**src/rtl/spi_slave_pkg.sv**
```systemverilog
`timescale 1ns/1ps
`default_nettype none
// =============================================================================
// Module : spi_slave_pkg
// Brief  : Shared FSM encoding, fill byte and CRC7 helpers for the SPI slave.
// Rev    : 1.0
// =============================================================================
package spi_slave_pkg;

    typedef enum logic [1:0] {
        ST_IDLE  = 2'd0,
        ST_LOAD  = 2'd1,
        ST_SHIFT = 2'd2
    } state_e;

    localparam logic [7:0] C_FILL_BYTE = 8'hFF;
    localparam logic [6:0] C_CRC7_POLY = 7'h09;

    // One serial step of x^7+x^3+1, message bit entering at the top.
    function automatic logic [6:0] crc7_step(input logic [6:0] crc, input logic bit_in);
        logic fb;
        fb = crc[6] ^ bit_in;
        return {crc[5:0], 1'b0} ^ (fb ? C_CRC7_POLY : 7'h00);
    endfunction

endpackage
`default_nettype wire

```
**src/rtl/spi_slave_txfifo.sv**
```systemverilog
`timescale 1ns/1ps
`default_nettype none
// =============================================================================
// Module : spi_slave_txfifo
// Brief  : Synchronous byte FIFO, 2**TXFIFO_LOG2 deep, count-based full/empty.
// Rev    : 1.0
// =============================================================================
module spi_slave_txfifo
    import spi_slave_pkg::*;
#(
    parameter int TXFIFO_LOG2 = 2
) (
    input  logic       i_clk,
    input  logic       i_rst,
    input  logic       i_push,
    input  logic [7:0] i_data,
    input  logic       i_pop,
    output logic [7:0] o_data,
    output logic       o_empty,
    output logic       o_ready
);

    localparam int                     C_DEPTH      = 1 << TXFIFO_LOG2;
    localparam logic [TXFIFO_LOG2:0]   C_FULL_COUNT = C_DEPTH[TXFIFO_LOG2:0];

    logic [7:0]             mem_q [C_DEPTH];
    logic [TXFIFO_LOG2-1:0] wr_ptr_q;
    logic [TXFIFO_LOG2-1:0] rd_ptr_q;
    logic [TXFIFO_LOG2:0]   count_q;
    logic [TXFIFO_LOG2:0]   count_d;
    logic                   ready_q;
    logic                   w_push;
    logic                   w_pop;

    assign w_push  = i_push & ready_q;
    assign w_pop   = i_pop & (count_q != '0);
    assign o_data  = mem_q[rd_ptr_q];
    assign o_empty = (count_q == '0);
    assign o_ready = ready_q;

    always_comb begin
        count_d = count_q;
        if (w_push && !w_pop) begin
            count_d = count_q + 1'b1;
        end else if (!w_push && w_pop) begin
            count_d = count_q - 1'b1;
        end
    end

    // ready_q tracks "not full" of the next cycle, so it is low throughout reset.
    always_ff @(posedge i_clk or posedge i_rst) begin
        if (i_rst) begin
            wr_ptr_q <= '0;
            rd_ptr_q <= '0;
            count_q  <= '0;
            ready_q  <= 1'b0;
        end else begin
            if (w_push) begin
                wr_ptr_q <= wr_ptr_q + 1'b1;
            end
            if (w_pop) begin
                rd_ptr_q <= rd_ptr_q + 1'b1;
            end
            count_q <= count_d;
            ready_q <= (count_d != C_FULL_COUNT);
        end
    end

    always_ff @(posedge i_clk) begin
        if (w_push) begin
            mem_q[wr_ptr_q] <= i_data;
        end
    end

endmodule
`default_nettype wire

```
**src/rtl/spi_slave_responder.sv**
```systemverilog
`timescale 1ns/1ps
`default_nettype none
// =============================================================================
// Module : spi_slave_responder
// Brief  : SPI mode-0 slave with TX FIFO, RX byte strobe and optional CRC7.
// Config : define SPI_SLAVE_CRC7_EN to enable the running CRC7 on o_crc7.
// Rev    : 1.0
// =============================================================================
module spi_slave_responder
    import spi_slave_pkg::*;
#(
    parameter int TXFIFO_LOG2 = 2
) (
    input  logic       i_clk,
    input  logic       i_rst,
    input  logic       i_spi_cs,
    input  logic       i_spi_sclk,
    input  logic       i_spi_mosi,
    output logic       o_spi_miso,
    input  logic       i_tx_valid,
    input  logic [7:0] i_tx_data,
    output logic       o_tx_ready,
    output logic       o_rx_valid,
    output logic [7:0] o_rx_data,
    output logic       o_tx_underrun,
    output logic       o_busy,
    output logic [6:0] o_crc7
);

    logic cs_meta_q, cs_sync_q;
    logic sclk_meta_q, sclk_sync_q, sclk_prev_q;
    logic mosi_meta_q, mosi_sync_q;

    always_ff @(posedge i_clk or posedge i_rst) begin
        if (i_rst) begin
            cs_meta_q   <= 1'b1;
            cs_sync_q   <= 1'b1;
            sclk_meta_q <= 1'b0;
            sclk_sync_q <= 1'b0;
            sclk_prev_q <= 1'b0;
            mosi_meta_q <= 1'b0;
            mosi_sync_q <= 1'b0;
        end else begin
            cs_meta_q   <= i_spi_cs;
            cs_sync_q   <= cs_meta_q;
            sclk_meta_q <= i_spi_sclk;
            sclk_sync_q <= sclk_meta_q;
            sclk_prev_q <= sclk_sync_q;
            mosi_meta_q <= i_spi_mosi;
            mosi_sync_q <= mosi_meta_q;
        end
    end

    logic w_cs_active;
    logic w_sclk_rise;
    logic w_sclk_fall;

    assign w_cs_active = ~cs_sync_q;
    assign w_sclk_rise = sclk_sync_q & ~sclk_prev_q;
    assign w_sclk_fall = ~sclk_sync_q & sclk_prev_q;

    logic       w_pop;
    logic [7:0] w_fifo_data;
    logic       w_fifo_empty;

    spi_slave_txfifo #(
        .TXFIFO_LOG2 (TXFIFO_LOG2)
    ) u_txfifo (
        .i_clk   (i_clk),
        .i_rst   (i_rst),
        .i_push  (i_tx_valid),
        .i_data  (i_tx_data),
        .i_pop   (w_pop),
        .o_data  (w_fifo_data),
        .o_empty (w_fifo_empty),
        .o_ready (o_tx_ready)
    );

    state_e     state_q, state_d;
    logic [2:0] bit_cnt_q, bit_cnt_d;
    logic [7:0] tx_sr_q, tx_sr_d;
    logic [7:0] rx_sr_q, rx_sr_d;
    logic [7:0] rx_data_q, rx_data_d;
    logic       rx_valid_q, rx_valid_d;
    logic       underrun_q, underrun_d;

    always_comb begin
        state_d    = state_q;
        bit_cnt_d  = bit_cnt_q;
        tx_sr_d    = tx_sr_q;
        rx_sr_d    = rx_sr_q;
        rx_data_d  = rx_data_q;
        rx_valid_d = 1'b0;
        underrun_d = 1'b0;
        w_pop      = 1'b0;
        if (!w_cs_active) begin
            // Partial RX bits and any already-popped TX byte are dropped here.
            state_d   = ST_IDLE;
            bit_cnt_d = 3'd0;
            rx_sr_d   = 8'h00;
            tx_sr_d   = C_FILL_BYTE;
        end else begin
            case (state_q)
                ST_IDLE: begin
                    state_d = ST_LOAD;
                end
                ST_LOAD: begin
                    w_pop = 1'b1;
                    if (w_fifo_empty) begin
                        tx_sr_d    = C_FILL_BYTE;
                        underrun_d = 1'b1;
                    end else begin
                        tx_sr_d = w_fifo_data;
                    end
                    state_d = ST_SHIFT;
                end
                ST_SHIFT: begin
                    if (w_sclk_rise) begin
                        rx_sr_d   = {rx_sr_q[6:0], mosi_sync_q};
                        bit_cnt_d = bit_cnt_q + 3'd1;
                        if (bit_cnt_q == 3'd7) begin
                            rx_data_d  = {rx_sr_q[6:0], mosi_sync_q};
                            rx_valid_d = 1'b1;
                            state_d    = ST_LOAD;
                        end
                    end else if (w_sclk_fall && (bit_cnt_q != 3'd0)) begin
                        // The fall after a byte's last rise must keep the freshly loaded MSB.
                        tx_sr_d = {tx_sr_q[6:0], 1'b1};
                    end
                end
                default: begin
                    state_d = ST_IDLE;
                end
            endcase
        end
    end

    always_ff @(posedge i_clk or posedge i_rst) begin
        if (i_rst) begin
            state_q    <= ST_IDLE;
            bit_cnt_q  <= 3'd0;
            tx_sr_q    <= C_FILL_BYTE;
            rx_sr_q    <= 8'h00;
            rx_data_q  <= 8'h00;
            rx_valid_q <= 1'b0;
            underrun_q <= 1'b0;
        end else begin
            state_q    <= state_d;
            bit_cnt_q  <= bit_cnt_d;
            tx_sr_q    <= tx_sr_d;
            rx_sr_q    <= rx_sr_d;
            rx_data_q  <= rx_data_d;
            rx_valid_q <= rx_valid_d;
            underrun_q <= underrun_d;
        end
    end

    assign o_spi_miso    = (state_q == ST_IDLE) | tx_sr_q[7];
    assign o_rx_valid    = rx_valid_q;
    assign o_rx_data     = rx_data_q;
    assign o_tx_underrun = underrun_q;
    assign o_busy        = w_cs_active;

`ifdef SPI_SLAVE_CRC7_EN
    logic       cs_prev_q;
    logic [6:0] crc_q, crc_d;

    always_comb begin
        crc_d = crc_q;
        if (cs_prev_q && !cs_sync_q) begin
            crc_d = 7'h00;
        end else if ((state_q == ST_SHIFT) && w_cs_active && w_sclk_rise) begin
            crc_d = crc7_step(crc_q, mosi_sync_q);
        end
    end

    always_ff @(posedge i_clk or posedge i_rst) begin
        if (i_rst) begin
            cs_prev_q <= 1'b1;
            crc_q     <= 7'h00;
        end else begin
            cs_prev_q <= cs_sync_q;
            crc_q     <= crc_d;
        end
    end

    assign o_crc7 = crc_q;
`else
    assign o_crc7 = 7'h00;
`endif

endmodule
`default_nettype wire

```
**config.mk**
```make
export PLATFORM = sky130hd
export DESIGN_NAME = spi_slave_responder
export DESIGN_NICKNAME = d
export VERILOG_FILES = /design/src/rtl/spi_slave_pkg.sv /design/src/rtl/spi_slave_txfifo.sv /design/src/rtl/spi_slave_responder.sv
export SDC_FILE = /design/constraint.sdc
export NUM_CORES = 1
export LEC_CHECK = 0
export CAP_MARGIN = 20
export CORE_ASPECT_RATIO = 0.7
export CORE_MARGIN = 2
export CORE_UTILIZATION = 40
export CTS_CLUSTER_SIZE = 28
export DETAILED_ROUTE_END_ITERATION = 16
export PLACE_DENSITY_LB_ADDON = 0.3
export REMOVE_ABC_BUFFERS = 1
export SLEW_MARGIN = 25
export SYNTH_ARGS = -nofsm -noshare
export SYNTH_HDL_FRONTEND = slang
export SYNTH_HIERARCHICAL = 1
export SYNTH_SLANG_ARGS = --single-unit
```
**constraint.sdc**
```tcl
create_clock -name i_clk -period 2.7 [get_ports i_clk]
set_input_delay 0.54 -clock i_clk [delete_from_list [all_inputs] [get_ports i_clk]]
set_output_delay 0.54 -clock i_clk [all_outputs]
set_load 0.02 [all_outputs]
```
# == Word-level counts from Yosys, hierarchy flattened ==
# Memory sizes are Yosys's and may differ from the RTL's.
# Cells that the tools add are included.
# Widths: inputs -> output; s select.
# word_totals
ramBits,32
n_memories,1
word_cells,84
output_inout_bits,20
ff_bits,45
# memory_table
memory,depth,width,rd,rd_ports_with_merged_regs,wr,line,text
u_txfifo.mem_q,4,8,1,0,1,spi_slave_txfifo.sv:26,logic [7:0] mem_q [C_DEPTH];
# classes
addsub,5
eq_ne,8
bitwise,8
reduce_logical,16
mux,28
# ops
cell,n
$mux 8,4
$mux 7,3
$pmux 8 s2,1
$mux 3,5
$ne 3x3->1 const B,5
$mux 1,11
$reduce_bool 3->1,3
$add 3x1->3 const B,2
$mux 2,3
$pmux 2 s3,1
$add 2x1->2 const B,2
$and 1x1->1,4
$reduce_and 2->1,2
$reduce_and 4->1,1
$reduce_bool 2->1,2
$eq 3x3->1 const B,1
$logic_and 1x1->1,3
$logic_not 3->1,1
$not 1->1,3
$reduce_and 3->1,1
$sub 3x1->3 const B,1
$eq 2x1->1 const B,1
$eq 2x2->1 const B,1
$logic_not 1->1,2
other kinds (2),2

# == Depth between registers and ports, before layout ==
# Gate-level depths: netlist of run 1.
# depth
word_depth,8
ltp_mapped,8

# == By module ==
# The synthesis of run 1 kept the hierarchy.
# by_module_without_submodules
mod,cells_per_inst,area_each_um2,seq_area_each_um2,instances
spi_slave_responder,129,1749.2,938.4,1
spi_slave_txfifo,96,1700.4,1161.1,1

# == Least setup slack after synthesis of run 1 ==
# OpenSTA, ideal clock, no wires.
# synth_timing
path_type,flip-flop to flip-flop
from,register state_q[1]
to,register u_txfifo.ready_q (netlist: u_txfifo/o_ready)
required_ps,2572
setup_time_ps,128
slack_ps,740
path_stages_with_launch,9
arrival_ps,1832
path_cell_list,dfrtp_1 > buf_4 > nand2b_1 > buf_2 > nor2_1 > nand2_1 > or4_4 > o311ai_4 > o21ai_2
# synth_between
elab_chain_len,8
# synth_rtl
item,line,text
start: declaration,spi_slave_responder.sv:79,"state_e state_q, state_d;"
start signal: assignment,spi_slave_responder.sv:148,state_q <= state_d;
$eq 2x1->1 *,spi_slave_responder.sv:103,case (state_q)
$mux 1 *,spi_slave_responder.sv:103,
$mux 1 *,spi_slave_responder.sv:96,if (!w_cs_active) begin
named net w_pop,spi_slave_responder.sv:62,logic w_pop;
$and 1x1->1 *,spi_slave_txfifo.sv:36,assign w_pop = i_pop & (count_q != '0);
$logic_and 1x1->1 or $logic_not 1->1 (tied branches),"spi_slave_txfifo.sv:45, spi_slave_txfifo.sv:43",
$mux 3 or $logic_and 1x1->1 (tied branches),"spi_slave_txfifo.sv:45, spi_slave_txfifo.sv:43",
$mux 3 *,spi_slave_txfifo.sv:43,if (w_push && !w_pop) begin
named net u_txfifo.count_d[2],spi_slave_txfifo.sv:30,logic [TXFIFO_LOG2:0] count_d;
$ne 3x3->1 *,spi_slave_txfifo.sv:65,ready_q <= (count_d != C_FULL_COUNT);
end signal: assignment,spi_slave_txfifo.sv:65,
end: declaration,spi_slave_txfifo.sv:31,logic ready_q;
# The timed path passes the listed nets; every way through them passes the cells marked *.
# A chain may end at the register's enable or synchronous reset.

# == Final worst setup path of run 1 ==
# layout_timing
from,register cs_sync_q
to,output port o_busy
# layout_between
elab_chain_len,1
# layout_rtl
item,line,text
start: declaration,spi_slave_responder.sv:30,"logic cs_meta_q, cs_sync_q;"
start signal: assignment,spi_slave_responder.sv:45,cs_sync_q <= cs_meta_q;
$not 1->1 (no source line),-,
end: declaration,spi_slave_responder.sv:26,"output logic o_busy,"
# No other way between the ends.

==> results summary, run 1 <==
Walking the worst path, the cells encountered are clkinv_1, clkdlybuf4s50_1. The CTS buffer count came out at 9. The relative area change from synthesis to final layout came out at 19.37%. In this run the remaining antenna-violating nets after routing total 0. The adder and majority gate portion of the synthesized area is 0.03627. The run finished with clean final reports. The synthesized cell area is 0.003450 sq mm.

The critical path in this run is classified as flop to primary output. The count of hold buffers inserted by post-cts repair is 0. For this run, the top clock speed supported by timing is 0.4608 GHz.

TritonCTS built the clock tree. The DRC marker count from the first detailed-route iteration came out at 56. The standard-cell row count is 28. The final critical delay including setup and external delays is 2170 ps. The number of global-route vias before repair is 1826. The portion of the post-synthesis area used by sequential elements came out at 0.6086. Setup violations remaining at the end of the flow were counted as 0.

The initial antenna violation count came out at 0. After global routing the overflow that remains totals 0. The count of flip-flops with a built-in enable after synthesis is 32. The hold violation count in the final report was 0.

The number of pins with negative max-slew slack in the final report is 0. Input and output buffers added on the ports amount to 26. Once the clock tree was built, the resizer swapped 0 gates to a different size. Once placement completed, the tool counted placed cells totaling 350. The clock tree skew after final layout is 5.577 ps.

The core region is 0.008408 sq mm. The maximum VDD drop is 0.0004825 V. For this run, the slowest stage of the critical path takes 620 ps.

Among all flip-flop cells after synthesis, the most frequent one is sky130_fd_sc_hd__dfrtp_1. The routed wire length is 5764 um. The first-pass GRT wire length is 9480 um. The number of storage elements in the synthesis netlist came out at 77. A synthesized cell averages 15.33 sq um.

The startpoint type of the worst setup path is a flop. The overall die area is 0.009395 sq mm. The placed wire-length estimate came out at 3904 um. The worst path meets setup with 529.9 ps of slack.

The proportion of register bits with asynchronous set or reset after synthesis is 0.5844. After detailed routing, the number of vias per cell comes to 5.055. The clock-pin slew reported for the worst setup and hold paths after clock tree synthesis is 60 ps.

The number of levels in the clock H-tree is 3. The XOR/XNOR share of the synthesized area came out at 0.01016. The critical path required time came out at 2160 ps. Clock tree synthesis selected as its root buffer the cell sky130_fd_sc_hd__clkbuf_16. The largest family of logic cells by synthesized area is multiplexers. The path class of the tightest hold or removal check is flop to flop.

In the finished design, the share of the clock period the worst path needs comes to 0.8038. The maximum fanout encountered on the critical timing path is 6. The count of different cell masters after synthesis is 49. The post-synthesis instance total is 225. The complex-gate fraction of the synthesized area is 0.1106.

The clock insertion delay at the later pin of the skew report is 330 ps. The width of the die came out at 115.0 um. The count of pins on the block boundary is 34. The fraction of final layout cells with drive strength greater than 1 is 0.2797. The maximum number of pins on one net before global-route repair is 38. The worst hold slack is 349.2 ps. The post-layout net count is 280. The count of antenna diodes in the layout came out at 0. Routability-driven placement finished with a final weighted congestion of 0.7989.

In the final routed layout, each cell accounts on average for 15.75 um. The setup TNS is 0 ps. After clock tree synthesis, the setup repair step added 0 buffers. The detailed-route DRC error count is 0. The cell type of the slowest stage on the worst timing path is sky130_fd_sc_hd__dfstp_2. The slew at the pin closest to its max-slew limit is 720.5 ps. The detailed-routing iteration count for the pre-antenna-repair pass is 4. The overall track demand over capacity in global routing came out at 0.1369.

The power per unit of standard cell area is 912.5 mW/mm^2. The initial utilization of the core area, before any placement, comes to 0.4103. The worst setup timing slack at the placement stage came out at 603.9 ps.

The count of placed standard cells in the final layout, fillers left out is 366. The post-synthesis simple-gate area fraction came out at 0.07726. The leakage power summed over all cells came out at 1.734 nW. The number of max-cap violations came out at 0. The count of clock tree sinks is 77. The worst slew margin relative to its limit came out at 0.5186. Setup repair after global routing left no endpoint under its margin.

Of the post-synthesis cell area, the part taken by muxes is 0.1132. The count of vias placed by the detailed router is 1850. The total chip power came out at 3.757 mW.

The die is 81.70 um tall. At the worst endpoint, the arrival time is 1630 ps. The total number of yosys warnings came out at 6. The number of buffers between clock root and the deepest sink is 2. STA classifies the critical path endpoint as a primary output.
[power breakdown]
part           leakage [nW]  internal, mW  total (mW)  switching [mW]
clock network         0.164         0.823        1.28           0.455
registers             0.855          1.44        1.61           0.169
logic                 0.715         0.436       0.871           0.435
total                  1.73          2.70        3.76            1.06
[sequential cells by signal (all words and copies together) (netlist names)]
register / count
o_rx_data: 8
cs_meta_q: 1
mosi_sync_q: 1
u_txfifo/rd_ptr_q: 2
rx_sr_q: 7
sclk_meta_q: 1
state_q: 2
u_txfifo/o_ready: 1
sclk_prev_q: 1
u_txfifo/mem_q: 32
mosi_meta_q: 1
bit_cnt_q: 3
u_txfifo/wr_ptr_q: 2
sclk_sync_q: 1
tx_sr_q: 8
u_txfifo/count_q: 3
o_rx_valid: 1
cs_sync_q: 1
o_tx_underrun: 1
[path summary, 6_finish.rpt]
| kind | from | endpoint | slack (ps) | depth (start not counted) |
|---|---|---|---|---|
| max | cs_sync_q | o_busy | 530 | 2 |
| min | sclk_meta_q | sclk_sync_q | 350 | 0 |
| max reg2reg | state_q[1] | u_txfifo/o_ready | 620 | 6 |
| min reg2reg | sclk_meta_q | sclk_sync_q | 350 | 0 |
| max in group asynchronous | i_rst | tx_sr_q[4] | 1690 | 3 |
| min in group asynchronous | i_rst | u_txfifo/count_q[1] | 500 | 2 |
[placed cells by master, fill, tap and decap left out, drive strengths merged, types with 4 or more instances in the layout]
master	count
mux4	8
a22o	9
mux2	10
edfxtp	32
clkdlybuf4s50	26
clkinv	4
nand2	7
a21oi	5
clkbuf	12
inv	12
nor2	4
conb	7
mux2i	6
dfrtp	35
nor2b	4
and3	5
o211ai	15
ha	10
dfstp	10
or2	6
[final cells by class]
class | instances | area [sq um]
clock buffer | 12 | 277.8
clock inverter | 4 | 52.55
fill | 721 | 4290
inverter | 13 | 48.80
multi-input combinational | 126 | 1225
sequential | 77 | 2100
tap | 105 | 131.4
timing repair buffer | 29 | 282.8
[synthesized netlist by cell type, types with 2 or more instances]
master | n | area (sq um)
sky130_fd_sc_hd__a211o_1 | 2 | 17.52
sky130_fd_sc_hd__a21oi_1 | 4 | 20.02
sky130_fd_sc_hd__a22o_1 | 9 | 78.83
sky130_fd_sc_hd__and2_1 | 2 | 12.51
sky130_fd_sc_hd__and3_2 | 4 | 30.03
sky130_fd_sc_hd__buf_2 | 4 | 20.02
sky130_fd_sc_hd__buf_4 | 8 | 60.06
sky130_fd_sc_hd__dfrtp_1 | 35 | 875.8
sky130_fd_sc_hd__dfstp_2 | 10 | 262.8
sky130_fd_sc_hd__edfxtp_1 | 32 | 960.9
sky130_fd_sc_hd__ha_1 | 10 | 125.1
sky130_fd_sc_hd__inv_1 | 12 | 45.04
sky130_fd_sc_hd__mux2_4 | 10 | 150.1
sky130_fd_sc_hd__mux2i_1 | 6 | 60.06
sky130_fd_sc_hd__mux4_2 | 8 | 180.2
sky130_fd_sc_hd__nand2_1 | 7 | 26.28
sky130_fd_sc_hd__nand2b_1 | 3 | 18.77
sky130_fd_sc_hd__nand3_1 | 2 | 10.01
sky130_fd_sc_hd__nor2_1 | 3 | 11.26
sky130_fd_sc_hd__nor2b_1 | 3 | 18.77
sky130_fd_sc_hd__o211ai_1 | 8 | 60.06
sky130_fd_sc_hd__o211ai_2 | 7 | 87.58
sky130_fd_sc_hd__o21ai_0 | 2 | 10.01
sky130_fd_sc_hd__o221ai_1 | 2 | 17.52
sky130_fd_sc_hd__or2_2 | 6 | 37.54
sky130_fd_sc_hd__xnor2_1 | 3 | 26.28
[metal layers]
layer / vias up / global-route usage / part of all wire
met5: - / 0 / 0
li1: 885 / - / -
met3: 5 / 0.05240 / 0.034
met4: 0 / 0.05181 / 0.012
met1: 931 / 0.1880 / 0.51
met2: 29 / 0.1976 / 0.44
[per-stage QoR]
stage / util / instance area [sq um]
finish: 0.4897 / 4118
global route: 0.4897 / 4118
CTS: 0.4897 / 4118
detailed placement: 0.4504 / 3787
global placement: 0.4504 / 3787
floorplan: - / 3373
[worst max-delay path: cells and delay by family (launching register included)]
kind / cells / cell delay (ps)
buffers and inverters: 2 / 680
flip-flops: 1 / 620
[cell families (layout without fill, tap and decap cells)]
group / after synthesis / in the layout
fa+ha+maj: 10 / 10
xor+xnor: 4 / 4
compound gates: 41 / 41
flops: 77 / 77
other cells: 1 / 7
mux: 24 / 24
buf+inv: 28 / 58
simple gates: 40 / 40
Note: power is estimated with default switching activity, not from simulation.
==> run 2: changes to the inputs <==
==> constraint.sdc (replaced) <==
create_clock -name i_clk -period 2.3 [get_ports i_clk]
set_input_delay 0.46 -clock i_clk [delete_from_list [all_inputs] [get_ports i_clk]]
set_output_delay 0.46 -clock i_clk [all_outputs]
set_load 0.02 [all_outputs]
==> results summary, run 2 (synthesis results as in run 1) <==
The register containing the most flip-flops in the final layout is u_txfifo/mem_q. The clock insertion delay at the later pin of the skew report is 330 ps. The initial antenna violation count is 0.

The part of the total power dissipated in combinational logic is 0.247. Compared with the post-synthesis result, the final layout area differs by 19.84%. The clock arrives with 7.968 ps of skew.

The area of the core is 0.008408 sq mm. The combined area of the multi-input logic cells is 0.001225 sq mm. The detail route stage leaves a number of antenna-violating nets equal to 0.

The internal power is 3.172 mW. For this design the ratio of total power to cell area is 1068 mW/mm^2. For this design the top-level I/O count stands at 34. The number of antenna diodes in the final layout is 0. The number of flip-flops in the largest register came out at 32. Setup repair after global routing left no endpoint under its margin. The share of total power dissipated in sequential elements is 0.415. The setup TNS is 0 ps.

The worst hold slack came out at 347.4 ps. The core utilization of the finished layout came out at 0.4917. The ratio of routed vias to standard cells is 5.100. Once the clock tree was built, the resizer swapped 0 gates to a different size. The met2 capacity usage during global routing is 0.1947. The last weighted congestion value of the routability-driven placer is 0.7745. After filler insertion, the fill cell instance count of the layout stands at 711. The cell type of the slowest stage on the worst timing path is sky130_fd_sc_hd__dfstp_2.

The count of hold buffers inserted by post-cts repair came out at 0. The maximum fanout encountered on the critical timing path is 6. The floorplan step defined a die boundary enclosing 0.009395 sq mm. The maximum number of pins on one net before global-route repair is 38. The tree is rooted in a sky130_fd_sc_hd__clkbuf_16. Wires add up to 5762 um. TritonCTS built the clock tree. The number of buffers inserted by post-CTS setup repair is 0. The number of max-cap violations is 0.

The count of placed standard cells in the final layout, fillers left out is 370. The number of global-route vias before repair was 1837. The number of port buffers is 26.

The critical path is of the flop to primary output type. The area of all sequential standard cells came out at 0.002100 sq mm. The placed wire-length estimate came out at 3800 um. The signal on the critical path passes through clkinv_1, clkdlybuf4s50_1. After global routing the overflow that remains totals 0. IR analysis of the VDD net gives a maximum drop of 0.0005278 V.

The CTS buffer count came out at 9. The initial core utilization is 0.4103. The standard-cell row count came out at 28. The total chip power came out at 4.414 mW. The highest achievable clock rate came out at 0.4775 GHz. The H-tree was split into 3 levels. The first global-routing pass estimated 9570 um of wire. After global routing, the most crowded layer is met2.

The clock-pin slew reported for the worst setup and hold paths after clock tree synthesis is 50 ps. The worst setup path is captured at a primary output. The worst setup path is launched from a flop. The number of pins with negative max-slew slack in the final report is 0.

The critical path arrival came out at 1630 ps. The met3 usage is 0.05240. The routed length per instance is 15.57 um. The post-route fraction of the period consumed by the critical path is 0.9105. The hold violation count in the final report came out at 0. Leaving out fill and tap cells, the most frequent cells in the layout are sky130_fd_sc_hd__dfrtp_1 (35), sky130_fd_sc_hd__edfxtp_1 (32), sky130_fd_sc_hd__clkdlybuf4s50_1 (26).

In the global route stage, overall resource usage came out at 0.1373. The number of buffers between clock root and the deepest sink came out at 2. The slack of the worst reg-to-reg path is 460 ps. The fraction of final layout cells with drive strength greater than 1 came out at 0.2830. The run finished with clean final reports. The leakage power summed over all cells came out at 1.736 nW.

After the first detailed-routing iteration, the DRC count stood at 48. The overall die height is 81.70 um. Once placement completed, the tool counted placed cells totaling 354.

The post-layout net count came out at 284. Of the total power, the share spent switching nets is 0.2815. The width of the die is 115.0 um. The class of the tightest hold or removal check is flop to flop.

After detailed routing, the number of remaining DRC violations is 0. The final critical delay including setup and external delays came out at 2094 ps. The switching power summed over all nets is 1.242 mW.

The stage delay of the slowest cell on the critical path is 610 ps. Of the total power, the clock network draws 0.337. The clock net in this run drives a total of 77 sinks.

For this run, global-route usage on met1 was measured as 0.1936. The library cell used most frequently in the layout, excluding fill and tap cells, is sky130_fd_sc_hd__dfrtp_1. At the worst endpoint, the required time is 1840 ps.

The final setup violation count came out at 0. The count of vias placed by the detailed router is 1887. The detailed-routing iteration count for the pre-antenna-repair pass is 4.
==> run 2: changes by cell type in the layout (fill, tap and decap cells not counted), moves of 2 or more <==
cell | previous run | this run
sky130_fd_sc_hd__buf_4 | 3 | 7
sky130_fd_sc_hd__clkinvlp_4 | 0 | 2
sky130_fd_sc_hd__clkbuf_8 | 2 | 0
sky130_fd_sc_hd__clkinv_4 | 2 | 0
sky130_fd_sc_hd__clkbuf_1 | 0 | 2
==> run 2: power by group through the flow <==
stage | sequential (mW) | clock, mW | combinational [mW]
after floorplan | 1.87 | 0 | 0.783
after global placement | 1.86 | 0 | 1.09
after detailed placement | 1.86 | 0 | 1.10
after CTS | 1.84 | 1.53 | 1.11
after global routing | 1.86 | 1.59 | 1.21
final | 1.83 | 1.49 | 1.09
==> run 2: path summary, 6_finish.rpt <==
check,endpoint,cells after the start,from
max,o_busy,2,cs_sync_q
min,sclk_sync_q,0,sclk_meta_q
max reg2reg,tx_sr_q[4],7,u_txfifo/count_q[0]
min reg2reg,sclk_sync_q,0,sclk_meta_q
max in group asynchronous,tx_sr_q[3],3,i_rst
min in group asynchronous,u_txfifo/wr_ptr_q[0],2,i_rst
==> run 2: area by class of cell <==
type / instances / area share
sequential: 77 / 0.5079
tap: 105 / 0.03178
clock buffer: 11 / 0.05630
multi-input combinational: 126 / 0.2963
clock inverter: 5 / 0.02028
inverter: 13 / 0.01180
timing repair buffer: 33 / 0.07567
==> run 2: stage by stage <==
step	instance area, sq um	setup WS, ps
floorplan	3373	354.8
global placement	3817	334.3
detailed placement	3817	312.5
CTS	4134	191.4
global route	4134	155.7
finish	4134	205.9
==> run 2: worst max-delay path: cells and delay by family, from the launching register on <==
kind	cells	cell delay (ps)
buffers and inverters	2	700
flip-flops	1	610
==> run 2: routing by layer <==
| metal | vias to the layer above | wire, um |
|---|---|---|
| li1 | 888 | - |
| met2 | 37 | 2556 |
| met4 | 0 | 70 |
| met5 | - | 0 |
| met1 | 954 | 2879 |
| met3 | 8 | 255 |
